$ cat config.mk
export PLATFORM = sky130hd
export DESIGN_NAME = rf_bank_arbiter
export DESIGN_NICKNAME = d
export VERILOG_FILES = /design/src/rtl/rf_bank_arbiter_pkg.sv /design/src/rtl/rf_bank_arbiter_rr_arbiter.sv /design/src/rtl/rf_bank_arbiter.sv
export SDC_FILE = /design/constraint.sdc
export NUM_CORES = 1
export LEC_CHECK = 0
export CORE_AREA = 2 2 544 546
export CTS_CLUSTER_DIAMETER = 40
export DETAILED_ROUTE_END_ITERATION = 6
export DIE_AREA = 0 0 546 548
export PLACE_DENSITY = 0.35
export REMOVE_ABC_BUFFERS = 1
export SLEW_MARGIN = 0
export SYNTH_ARGS = -nofsm -noshare
export SYNTH_HDL_FRONTEND = slang
export SYNTH_HIERARCHICAL = 1
export SYNTH_SLANG_ARGS = --single-unit
$ cat constraint.sdc
create_clock -name clk -period 8.1 [get_ports clk]
set_input_delay 1.62 -clock clk [delete_from_list [all_inputs] [get_ports clk]]
set_output_delay 1.62 -clock clk [all_outputs]
set_load 0.005 [all_outputs]
$ cat src/rtl/rf_bank_arbiter_pkg.sv
// rf_bank_arbiter_pkg
// Shared constants and register-number field helpers for the register-file
// bank arbiter. A 5-bit register number splits into a 2-bit bank select
// (low bits) and a 3-bit row within that bank.
package rf_bank_arbiter_pkg;

    localparam int NUM_BANKS = 4;
    localparam int BANK_BITS = 2;
    localparam int ROW_BITS  = 3;
    localparam int OCID_W    = 3;
    localparam int REG_W     = BANK_BITS + ROW_BITS;
    localparam int BANK_LSB  = 0;
    localparam int ROW_LSB   = BANK_BITS;

    function automatic logic [BANK_BITS-1:0] bank_of(input logic [REG_W-1:0] addr);
        return addr[BANK_LSB +: BANK_BITS];
    endfunction

    function automatic logic [ROW_BITS-1:0] row_of(input logic [REG_W-1:0] addr);
        return addr[ROW_LSB +: ROW_BITS];
    endfunction

endpackage

$ cat src/rtl/rf_bank_arbiter_rr_arbiter.sv
// rr_arbiter
// Combinational round-robin arbiter. The search starts at ptr and walks
// upward, wrapping from N-1 back to 0; the first requester found wins.
// Ports:
//   req   - request vector, one bit per requester
//   ptr   - index holding highest priority this cycle
//   grant - one-hot grant (all zero when nobody requests)
//   valid - high when some requester was granted
module rr_arbiter #(
    parameter int N     = 8,
    parameter int PTR_W = $clog2(N)
) (
    input  logic [N-1:0]     req,
    input  logic [PTR_W-1:0] ptr,
    output logic [N-1:0]     grant,
    output logic             valid
);

    logic [PTR_W-1:0] idx;

    always_comb begin
        grant = '0;
        valid = 1'b0;
        idx   = '0;
        for (int unsigned i = 0; i < N; i++) begin
            idx = PTR_W'((32'(ptr) + i) % N);
            if (!valid && req[idx]) begin
                grant[idx] = 1'b1;
                valid      = 1'b1;
            end
        end
    end

endmodule

$ cat src/rtl/rf_bank_arbiter.sv
// rf_bank_arbiter
// Arbitrates operand-collector reads and a single writeback onto four
// register-file banks. Each bank has its own round-robin pointer; a
// writeback always wins its bank for the cycle. Bank-side outputs are
// registered one cycle after the accepting edge.
// Ports:
//   clk, rst_n           - clock, synchronous active-low reset
//   req_valid/req_addr   - per-collector read requests (5-bit reg numbers, flat)
//   req_ready            - combinational per-collector grant
//   wb_valid/addr/data   - writeback, always accepted
//   RF_Addr_b, ocid_out_b, RF_WR_b, WriteData_b - registered bank commands
//   rd_issued            - per-bank read-issued flag
//   conflict_cnt         - saturating count of cycles with a denied request
module rf_bank_arbiter
    import rf_bank_arbiter_pkg::*;
#(
    parameter int NUM_OC = 8,
    parameter int DATA_W = 256,
    parameter int CNT_W  = 16
) (
    input  logic                    clk,
    input  logic                    rst_n,
    input  logic [NUM_OC-1:0]       req_valid,
    input  logic [REG_W*NUM_OC-1:0] req_addr,
    output logic [NUM_OC-1:0]       req_ready,
    input  logic                    wb_valid,
    input  logic [REG_W-1:0]        wb_addr,
    input  logic [DATA_W-1:0]       wb_data,
    output logic [ROW_BITS-1:0]     RF_Addr_0,
    output logic [ROW_BITS-1:0]     RF_Addr_1,
    output logic [ROW_BITS-1:0]     RF_Addr_2,
    output logic [ROW_BITS-1:0]     RF_Addr_3,
    output logic [OCID_W-1:0]       ocid_out_0,
    output logic [OCID_W-1:0]       ocid_out_1,
    output logic [OCID_W-1:0]       ocid_out_2,
    output logic [OCID_W-1:0]       ocid_out_3,
    output logic                    RF_WR_0,
    output logic                    RF_WR_1,
    output logic                    RF_WR_2,
    output logic                    RF_WR_3,
    output logic [DATA_W-1:0]       WriteData_0,
    output logic [DATA_W-1:0]       WriteData_1,
    output logic [DATA_W-1:0]       WriteData_2,
    output logic [DATA_W-1:0]       WriteData_3,
    output logic [NUM_BANKS-1:0]    rd_issued,
    output logic [CNT_W-1:0]        conflict_cnt
);

    logic [NUM_OC-1:0]    bank_req [NUM_BANKS];
    logic [NUM_OC-1:0]    bank_gnt [NUM_BANKS];
    logic [NUM_BANKS-1:0] bank_gv;
    logic [NUM_BANKS-1:0] wb_own;
    logic [OCID_W-1:0]    win_id   [NUM_BANKS];
    logic [ROW_BITS-1:0]  win_row  [NUM_BANKS];
    logic [NUM_OC-1:0]    gnt_all;
    logic                 denied;

    logic [OCID_W-1:0]    ptr_q    [NUM_BANKS];
    logic [ROW_BITS-1:0]  addr_q   [NUM_BANKS];
    logic [OCID_W-1:0]    ocid_q   [NUM_BANKS];
    logic [DATA_W-1:0]    wd_q     [NUM_BANKS];
    logic [NUM_BANKS-1:0] wr_q;
    logic [NUM_BANKS-1:0] rd_q;
    logic [CNT_W-1:0]     cnt_q;

    // Route each request to its bank; a bank claimed by the writeback sees
    // no read requests, which also keeps its pointer frozen.
    always_comb begin
        wb_own = '0;
        for (int unsigned b = 0; b < NUM_BANKS; b++) begin
            wb_own[b]   = wb_valid && (bank_of(wb_addr) == BANK_BITS'(b));
            bank_req[b] = '0;
            for (int unsigned i = 0; i < NUM_OC; i++) begin
                bank_req[b][i] = req_valid[i] && !wb_own[b] &&
                                 (bank_of(req_addr[i*REG_W +: REG_W]) == BANK_BITS'(b));
            end
        end
    end

    for (genvar b = 0; b < NUM_BANKS; b++) begin : g_bank
        rr_arbiter #(.N(NUM_OC), .PTR_W(OCID_W)) u_rr (
            .req   (bank_req[b]),
            .ptr   (ptr_q[b]),
            .grant (bank_gnt[b]),
            .valid (bank_gv[b])
        );
    end

    always_comb begin
        gnt_all = '0;
        for (int unsigned b = 0; b < NUM_BANKS; b++) begin
            win_id[b]  = '0;
            win_row[b] = '0;
            gnt_all    = gnt_all | bank_gnt[b];
            for (int unsigned i = 0; i < NUM_OC; i++) begin
                if (bank_gnt[b][i]) begin
                    win_id[b]  = OCID_W'(i);
                    win_row[b] = row_of(req_addr[i*REG_W +: REG_W]);
                end
            end
        end
        denied    = |(req_valid & ~gnt_all);
        req_ready = rst_n ? gnt_all : '0;
    end

    always_ff @(posedge clk) begin
        if (!rst_n) begin
            for (int unsigned b = 0; b < NUM_BANKS; b++) begin
                ptr_q[b]  <= '0;
                addr_q[b] <= '0;
                ocid_q[b] <= '0;
                wd_q[b]   <= '0;
            end
            wr_q  <= '0;
            rd_q  <= '0;
            cnt_q <= '0;
        end else begin
            for (int unsigned b = 0; b < NUM_BANKS; b++) begin
                wr_q[b] <= 1'b0;
                rd_q[b] <= 1'b0;
                if (wb_own[b]) begin
                    addr_q[b] <= row_of(wb_addr);
                    ocid_q[b] <= '0;
                    wd_q[b]   <= wb_data;
                    wr_q[b]   <= 1'b1;
                end else if (bank_gv[b]) begin
                    addr_q[b] <= win_row[b];
                    ocid_q[b] <= win_id[b];
                    rd_q[b]   <= 1'b1;
                    ptr_q[b]  <= (win_id[b] == OCID_W'(NUM_OC-1)) ? '0 : win_id[b] + OCID_W'(1);
                end
            end
            if (denied && (cnt_q != '1)) begin
                cnt_q <= cnt_q + CNT_W'(1);
            end
        end
    end

    assign RF_Addr_0    = addr_q[0];
    assign RF_Addr_1    = addr_q[1];
    assign RF_Addr_2    = addr_q[2];
    assign RF_Addr_3    = addr_q[3];
    assign ocid_out_0   = ocid_q[0];
    assign ocid_out_1   = ocid_q[1];
    assign ocid_out_2   = ocid_q[2];
    assign ocid_out_3   = ocid_q[3];
    assign WriteData_0  = wd_q[0];
    assign WriteData_1  = wd_q[1];
    assign WriteData_2  = wd_q[2];
    assign WriteData_3  = wd_q[3];
    assign RF_WR_0      = wr_q[0];
    assign RF_WR_1      = wr_q[1];
    assign RF_WR_2      = wr_q[2];
    assign RF_WR_3      = wr_q[3];
    assign rd_issued    = rd_q;
    assign conflict_cnt = cnt_q;

endmodule

Yosys cells after proc, flatten, opt, wreduce, memory -nomap -nowiden
Memory sizes are Yosys's and may differ from the RTL's.
Index checks and enable logic that the tools add are counted.

cells by class
  $lt $le $gt $ge = 64
  reduce and logical (&&, ||, !) cells = 171
  $add $sub $neg = 33
  muxes and demuxes = 310
  bitwise logic cells = 57
  equality and inequality tests = 32

operator list
  operator               count
  $mux 256               4
  $mux 8                 33
  $or 8x8->8             31
  $mux 3                 80
  $logic_and 1x1->1      129
  $mux 1                 129
  $lt 3x4->1 const B     32
  $bmux 1 s3             32
  $demux 1 s3            32
  $ge 3x1->1 const B     32
  $add 3x3->3 const B    16
  $eq 2x2->1 const B     18
  $logic_not 1->1        32
  $add 3x1->3 const B    8
  $add 3x2->3 const B    8
  $or 1x1->1             24
  $eq 2x1->1 const B     9
  $logic_not 2->1        9
  $add 16x1->16 const B  1
  $ne 16x16->1 const B   1
  $eq 3x3->1 const B     4
  $and 8x8->8            1
  $not 8->8              1
  $reduce_or 8->1        1

storage, ports and cells
  logic and storage cells = 674
  memories = 4
  input port bits = 312
  memory bits (writable) = 1060
  register bits = 24
  output and inout port bits = 1080

memories
  memory  words  width  rd ports  clocked after Yosys merged registers in  write ports  line                   text
  wd_q    4      256    4         0                                        4            rf_bank_arbiter.sv:61  logic [DATA_W-1:0] wd_q [NUM_BANKS];
  addr_q  4      3      4         0                                        4            rf_bank_arbiter.sv:59  logic [ROW_BITS-1:0] addr_q [NUM_BANKS];
  ocid_q  4      3      4         0                                        4            rf_bank_arbiter.sv:60  logic [OCID_W-1:0] ocid_q [NUM_BANKS];
  ptr_q   4      3      4         0                                        4            rf_bank_arbiter.sv:58  logic [OCID_W-1:0] ptr_q [NUM_BANKS];

Logic depth before layout (Yosys ltp)
Gate-level depths: netlist of run 1.

  word-level depth = 39
  mapped depth = 21
  depth with buffers taken out = 17

Cells and area by module
Netlist of run 1, hierarchy kept.

by module, submodules not included
  module                           area an instance (um^2)  instances  seq. area each (um^2)  cells an instance
  rf_bank_arbiter                  41873.9                  1          32311.0                2691
  rr_arbiter (g_bank[0].u_rr ...)  1011.0                   3          0.0                    125
  rr_arbiter (g_bank[3].u_rr)      1044.8                   1          0.0                    125

Worst setup path before layout of run 1
OpenSTA, ideal clock, no wires.

  path type = input to register
  start = input rst_n
  end = memory addr_q[1][0], enable pin
  buffers on the path = 2
  stages on the path = 4
  slack = -0.615 ns
  data required time = 7.773 ns
  setup time = 0.327 ns
  arrival = 8.388 ns
  cells stage by stage = buf_2 buf_1 nand2_1 or2_2

RTL lines
  what         line                   text
  from (decl)  rf_bank_arbiter.sv:22  input logic rst_n,
  to (decl)    rf_bank_arbiter.sv:59

==> implementation parameters, run 1 <==
Parameter                              Value

Clocking
  Total clock sinks    1084
  Clock buffer count from CTS    243
  Number of buffers added to fix hold violations after cts    0
  Source-to-sink clock delay at the later pin of the worst-skew pair    0.85 ns
  Clock tree from TritonCTS    done
  Reg clk slew, reported paths    0.04 ns
  Max Buffers Root-to-Sink    4
  Number of levels the H-tree was split into    4
  Number of gates given a new drive strength after cts    0
  Root Driver    clkbuf_16
  Number of setup buffers added after CTS    0

Placed design
  Buffers on Ports    1391
  Weighted congestion at the end of routability-driven global placement    0.8337
  Sum of net half-perimeters after detailed placement    198.9 mm
  Placed Instance Area    65690 sq um

Synth
  Async set-reset flop share out of synthesis    0
  Adder-cell area share of the yosys netlist    0.008985
  Sequential fraction of the synthesis area    0.7032
  Synth Cell Area    45950 sq um
  Count of flip-flops with a built-in enable after synthesis    1060
  Xor-xnor portion of the synthesized cell area    0.002287
  Primary FF master, synth    edfxtp_1
  Yosys top cell area share    0.6927
  Mean area per synthesized cell    14.40 sq um
  Cell types with the largest area share after synthesis    edfxtp_1 69%, and3_1 7.1%, and2_1 7.0%
  Netlist cell types    78
  Dominant combinational cell family by area after synthesis    simple AND/OR/NAND/NOR gates
  Synthesized-area fraction occupied by ao, oa, aoi and oai cells    0.04131
  Area share of and/or/nand/nor cells after synthesis    0.1927
  Multiplexer share of the synthesized area    0.02884
  Register bit total from synthesis    1084
  Gate count after technology mapping    3191
  Synthesis warning total    6
  Cell type with the highest aggregate area in the netlist    edfxtp_1

Floorplan
  Chip height    548 microns
  Number of placement rows    199
  Boundary pin count    1392
  Die area    299200 sq um
  Effective utilization at floorplan    0.1568
  Die boundary width    546 microns
  Core area    293100 sq um

Global route
  Vias in the first global route    35.85k
  Pin count of the biggest net entering global routing    209
  Grt total ovfl    0
  Number of antenna violations at the first check in global routing    100
  First-pass GRT wire length    345.7 mm
  Overall track demand over capacity in global routing    0.1687

Setup path
  Critical Path Fanout Max    12
  Critical Path Source Type    primary input
  Critical path start-end classification    in -> out
  Worst Setup End Kind    primary output
  Cell type of the slowest stage on the worst timing path    clkdlybuf4s50_1
  Max incr delay on CP    0.60 ns
  Cell-by-cell trace of the critical path    clkdlybuf4s50_1 -> nand3_1 -> buf_4 -> and4_1 -> mux4_2 -> nor4_1 -> nor4_4 -> buf_4 -> nor4_2 -> a211oi_1 -> buf_4 -> o21ai_1 -> nor4_2 -> buf_4 -> nor2_1 -> clkdlybuf4s50_1
  Critical R2R Launch    ptr_q[2][1]
  Top cell by count, worst path    buf_4
  WP data required    6.48 ns
  CP startpoint    wb_addr[1]
  WP data arrival    6.30 ns

Cells and area
  Footprint of the multi-input gates    12700 sq um
  Final #Nets    5154
  Area growth from synthesis to layout    61.91%
  Final standard cell area without fillers    74400 sq um
  Combined flip-flop and latch cell area    32310 sq um
  Number of filler instances in the final layout    30.69k
  Share of post-route cells with drive strength above 1    0.1410

Run
  MaxCap Viol Count    0

Timing
  Pin slew with the least headroom to its limit    1.108 ns
  Setup TNS    0 ns
  Final worst path period share    0.9775
  Peak clock frequency supported by timing    126.3 MHz
  Post-route clock skew    0.05336 ns
  Worst slew margin relative to its limit    0.2615
  Setup repair after global routing missed its margin    false
  Final setup violation count    0
  Time the worst path needs with I/O delays and setup    7.918 ns
  Pins Over Slew Limit    0
  Hold Vio Cnt, Final    0

Run status
  Run status    completed

Drt
  Total Wirelength    263.6 mm
  1st-pass router iterations    5
  Vias/cell    3.924
  Drt initial violations    2596
  Total via count in the routed design    35.22k
  Count of antenna-violating nets left after detailed routing    0
  DRC    0
  Average detailed-routed wire length per instance    29.37 microns

Power and ir drop
  Power density over the cells    306.4 nW/um^2
  Peak ir drop on the vdd network    221.8 uV
  Leakage power figure    27.98 nW

Hold path
  Worst Hold Launch    conflict_cnt[1]
  Class of the tightest hold or removal check    reg -> reg
==> critical path, delay by kind of cell <==
| family | cells | cell delay, ns |
|---|---|---|
| mux | 1 | 0.55 |
| compound gates | 2 | 0.48 |
| buf+inv | 6 | 1.79 |
| simple gates | 7 | 1.84 |
==> Yosys cell counts, types with 13 or more instances <==
cell      number
edfxtp_1    1060
inv_1         24
mux2i_1       33
clkbuf_1     200
mux4_2        30
nor3b_1       14
and2_1       517
dfxtp_1       24
mux2_2        16
and3_1       521
nand3_1       36
a22oi_1       36
o21ai_0       37
and4_1        14
nor2_1        51
nor2b_1       24
nor4_1        13
nand2_1      135
a21oi_1       49
ha_1          33
nor3_1        26
a32oi_1       13
nand2b_1      14
==> layer usage <==
layer	vias to the layer above	wire, microns	GRT usage
met5	-	274	0
met4	40	8252	0.05200
met3	360	21410	0.05535
met2	1575	126200	0.2834
met1	17800	107500	0.2034
li1	15440	-	-
==> kinds of logic (layout without fill, tap and decap cells) <==
family | after synthesis | in the layout
AND/OR/NAND/NOR | 1455 | 1455
flip-flops | 1084 | 1084
adder cells (fa/ha/maj) | 33 | 33
other | 0 | 36
buffers and inverters | 252 | 2081
XOR/XNOR | 12 | 12
AO/OA/AOI/OAI | 266 | 266
multiplexers | 89 | 89
==> report_power, final <==
| part | leakage (nW) | switching [W] | internal (W) | total (W) |
|---|---|---|---|---|
| clock network | 4.11 | 0.00346 | 0.00693 | 0.0104 |
| registers | 10.7 | 0.000203 | 0.00673 | 0.00693 |
| logic | 13.2 | 0.00314 | 0.00234 | 0.00548 |
| total | 28.0 | 0.00680 | 0.0160 | 0.0228 |
==> through the flow <==
step	setup WS, ns	cells	util	hold slack [ns]	power, W
finish	0.1819	8975	0.2539	0.4904	0.02280
global route	0.002985	8944	0.2536	0.5242	0.02373
detailed placement	0.08954	8483	0.2242	0.4925	0.01254
CTS	0.06228	8939	0.2535	0.5005	0.02310
floorplan	-8.472	2965	-	0.4754	0.009293
global placement	-0.3000	8481	0.2240	0.4873	0.01264
==> cell type report <==
class / count / area share
timing repair buffer: 1599 / 0.2110
clock inverter: 178 / 0.03131
multi-input combinational: 1855 / 0.1707
antenna: 36 / 0.001211
tap: 3919 / 0.06591
sequential: 1084 / 0.4343
inverter: 26 / 0.001312
clock buffer: 278 / 0.08430
==> flip-flops by register name (all words and copies together) (netlist names) <==
signal,count
wd_q,1024
conflict_cnt,16
addr_q,12
ocid_q,12
ptr_q,12
rd_issued,4
wr_q,4
==> cell usage in the layout, fill, tap and decap left out, drive strengths merged, types with 12 or more instances in the layout <==
cell           instances
clkdlybuf4s50       1390
edfxtp              1060
and3                 521
and2                 517
clkbuf               278
buf                  209
nand2                135
clkinv                90
nor2                  51
a21oi                 49
bufinv                43
o21ai                 41
inv                   40
diode                 36
nand3                 36
a22oi                 36
ha                    33
mux2i                 33
clkinvlp              31
mux4                  31
nor4                  27
nor3                  26
mux2                  25
nor2b                 24
dfxtp                 24
and4                  15
nor3b                 14
nand2b                14
a32oi                 13
nor4b                 13
o2111ai               12
o31ai                 12
==> path summary, 6_finish.rpt <==
| path | endpoint | slack (ns) | cells past startpoint |
|---|---|---|---|
| worst min-delay path | conflict_cnt[1] | 0.49 | 2 |
| worst max-delay path | req_ready[4] | 0.18 | 16 |
| worst min register to register | conflict_cnt[1] | 0.49 | 2 |
| worst max register to register | ptr_q[2][2] | 2.11 | 15 |
Note: power is estimated with default switching activity, not from simulation.
==> run 2: changes to the inputs <==
- CORE_AREA: 2 2 544 546 -> 2 2 546 548
- DIE_AREA: 0 0 546 548 -> 0 0 548 550
- PLACE_DENSITY: 0.35 -> 0.34
- clock period: 8.1 -> 9.4 ns (I/O delays scaled with it)
==> run 2 against run 1 <==
Compared with the run above: flip-flop and latch count stayed put; critical path type unchanged; non-clock buffer count is 137 lower; clock power is 14% lower; first-iteration DRC count is 2.2% lower; count of clock-buffer cells in the layout is 12 lower; worst hold slack better by 0.0027 ns; die area is 0.73% higher.
==> implementation parameters, run 2 (synthesis results as in run 1) <==
Parameter                              Value

Drt
  Vias/cell    3.919 (was 3.924)
  Drt initial violations    2539 (was 2596)
  Count of antenna-violating nets left after detailed routing    0 (unchanged)
  DRC    0 (unchanged)
  Total via count in the routed design    34.68k (was 35.22k)
  Total Wirelength    257.8 mm (was 263.6 mm)
  Average detailed-routed wire length per instance    29.13 microns (was 29.37 microns)
  1st-pass router iterations    7 (was 5)

Power and ir drop
  Power density over the cells    263.0 nW/um^2 (was 306.4 nW/um^2)
  Peak ir drop on the vdd network    174.3 uV (was 221.8 uV)
  Net switching power figure    0.005753 W (was 0.006800 W)
  Logic pwr share    0.223 (was 0.240)
  Leakage power figure    27.27 nW (was 27.98 nW)
  Sequential share of power    0.312 (was 0.304)
  Total internal power    0.01353 W (was 0.01600 W)
  Overall power    0.01928 W (was 0.02280 W)
  Clk network pwr share    0.464 (was 0.456)
  Net switching fraction of the power    0.2984 (was 0.2983)

Timing
  Peak clock frequency supported by timing    113.8 MHz
  Worst slew margin relative to its limit    0.09379 (was 0.2615)
  Pins Over Slew Limit    0 (unchanged)
  Final worst path period share    0.9350
  Setup repair after global routing missed its margin    false (unchanged)
  Time the worst path needs with I/O delays and setup    8.789 ns
  Final setup violation count    0 (unchanged)
  WHS    0.4931 ns (was 0.4904 ns)
  Slack of the critical path    0.6113 ns (was 0.1819 ns)
  Pin slew with the least headroom to its limit    1.349 ns (was 1.108 ns)
  Post-route clock skew    0.06057 ns (was 0.05336 ns)
  Hold Vio Cnt, Final    0 (unchanged)

Cells and area
  Final cell count without fillers    8851 (was 8975)
  Top register by number of flip-flops    wd_q (unchanged)
  Combined flip-flop and latch cell area    32310 sq um (unchanged)
  Number of filler instances in the final layout    30.85k (was 30.69k)
  Footprint of the multi-input gates    12670 sq um (was 12700 sq um)
  Commonest non-fill, non-tap cell in the layout    clkdlybuf4s50_1 (unchanged)
  Area growth from synthesis to layout    59.55% (was 61.91%)
  Share of post-route cells with drive strength above 1    0.1162 (was 0.1410)
  Commonest cells after routing, fill and taps aside    1390 x clkdlybuf4s50_1, 1060 x edfxtp_1, 521 x and3_1, 517 x and2_1, 244 x clkbuf_16 (was 1390 x clkdlybuf4s50_1, 1060 x edfxtp_1, 521 x and3_1, 517 x and2_1, 243 x clkbuf_16)
  Flip-flop count of the largest register, all copies and words added    1024 (unchanged)
  Final #Nets    5015 (was 5154)
  Share of the core filled with cells    0.2481 (was 0.2539)

Floorplan
  Number of placement rows    200 (was 199)
  Chip height    550 microns (was 548 microns)
  Die area    301400 sq um (was 299200 sq um)
  Boundary pin count    1392 (unchanged)
  Core area    295500 sq um (was 293100 sq um)
  Effective utilization at floorplan    0.1555 (was 0.1568)
  Die boundary width    548 microns (was 546 microns)

Clocking
  Root Driver    clkbuf_16 (unchanged)
  Source-to-sink clock delay at the later pin of the worst-skew pair    0.87 ns (was 0.85 ns)
  Number of gates given a new drive strength after cts    0 (unchanged)
  Number of buffers added to fix hold violations after cts    0 (unchanged)
  Max Buffers Root-to-Sink    4 (unchanged)
  Number of levels the H-tree was split into    4 (unchanged)
  Clock buffer count from CTS    241 (was 243)
  Clock tree from TritonCTS    done (unchanged)
  Number of setup buffers added after CTS    0 (unchanged)
  Total clock sinks    1084 (unchanged)
  Reg clk slew, reported paths    0.05 ns (was 0.04 ns)

Placed design
  Buffers on Ports    1391 (unchanged)
  Weighted congestion at the end of routability-driven global placement    0.8448 (was 0.8337)
  Number of instances in the placed design    8366 (was 8483)
  Sum of net half-perimeters after detailed placement    190.0 mm (was 198.9 mm)
  Worst slack at placement    0.6626 ns (was 0.08954 ns)

Hold path
  Class of the tightest hold or removal check    reg -> reg (unchanged)

Global route
  First-pass GRT wire length    337.3 mm (was 345.7 mm)
  Overall track demand over capacity in global routing    0.1631 (was 0.1687)
  Pin count of the biggest net entering global routing    180 (was 209)
  Vias in the first global route    34.94k (was 35.85k)
  Grt total ovfl    0 (unchanged)
  Number of antenna violations at the first check in global routing    93 (was 100)

Setup path
  WP data arrival    6.91 ns (was 6.30 ns)
  Critical Path Source Type    primary input (unchanged)
  WP data required    7.52 ns (was 6.48 ns)
  Critical Path Fanout Max    12 (unchanged)
  Worst Setup End Kind    primary output (unchanged)
  Critical path start-end classification    in -> out (unchanged)

Run status
  Run status    completed (unchanged)

Run
  MaxCap Viol Count    0 (unchanged)
==> run 2: worst max-delay path: stages <==
cell             delay (ns)
clkdlybuf4s50_1        0.62
nand3b_1               0.44
and4b_1                0.48
mux4_2                 0.54
mux2_2                 0.32
nor4_2                 0.32
nor2_1                 0.06
or4_1                  0.43
o31a_1                 0.15
a32oi_1                0.67
nor4_2                 0.17
buf_4                  0.21
nor2_1                 0.09
clkdlybuf4s50_1        0.52
==> run 2: power by group through the flow <==
stage | combinational (W) | sequential [W] | clock [W]
floorplan | 0.00182 | 0.00619 | 0
global placement | 0.00439 | 0.00611 | 0
detailed placement | 0.00433 | 0.00611 | 0
CTS | 0.00435 | 0.00602 | 0.00915
global route | 0.00462 | 0.00606 | 0.00937
finish | 0.00431 | 0.00602 | 0.00895
==> run 2: worst paths after layout <==
check,startpoint,end,slack [ns],cells after the start
setup / recovery,wb_addr[0],req_ready[7],0.61,14
hold / removal,conflict_cnt[1],conflict_cnt[1],0.49,2
setup reg to reg,ptr_q[0][0],ptr_q[0][2],2.83,16
hold reg to reg,conflict_cnt[1],conflict_cnt[1],0.49,2
==> run 2: layer usage <==
metal  share of wire  wire length (microns)  track usage  vias up
met5         0.00076                    195            0        -
met4           0.027                   6921      0.04315       30
met3           0.073                  18870      0.04833      373
met2            0.48                 123000       0.2732     1566
met1            0.42                 108800       0.2035    17570
li1                -                      -            -    15150
==> run 2: final cells by class <==
cell class / instances / area share
flip-flops and latches: 1084 / 0.4407
repair buffers: 1462 / 0.1996
multi-input cells: 1855 / 0.1728
clock buffers: 266 / 0.08496
well taps: 3939 / 0.06722
clock inverters: 186 / 0.03215
inverters: 26 / 0.001331
diodes: 33 / 0.001126
==> run 2: metrics by stage <==
stage / TNS (ns) / instance area (sq um)
2_1_floorplan: -1013.98 / 45000
3_5_place_dp: 0 / 64640
5_1_grt: 0 / 73250
4_1_cts: 0 / 73230
3_3_place_gp: 0 / 64640
6_report: 0 / 73310
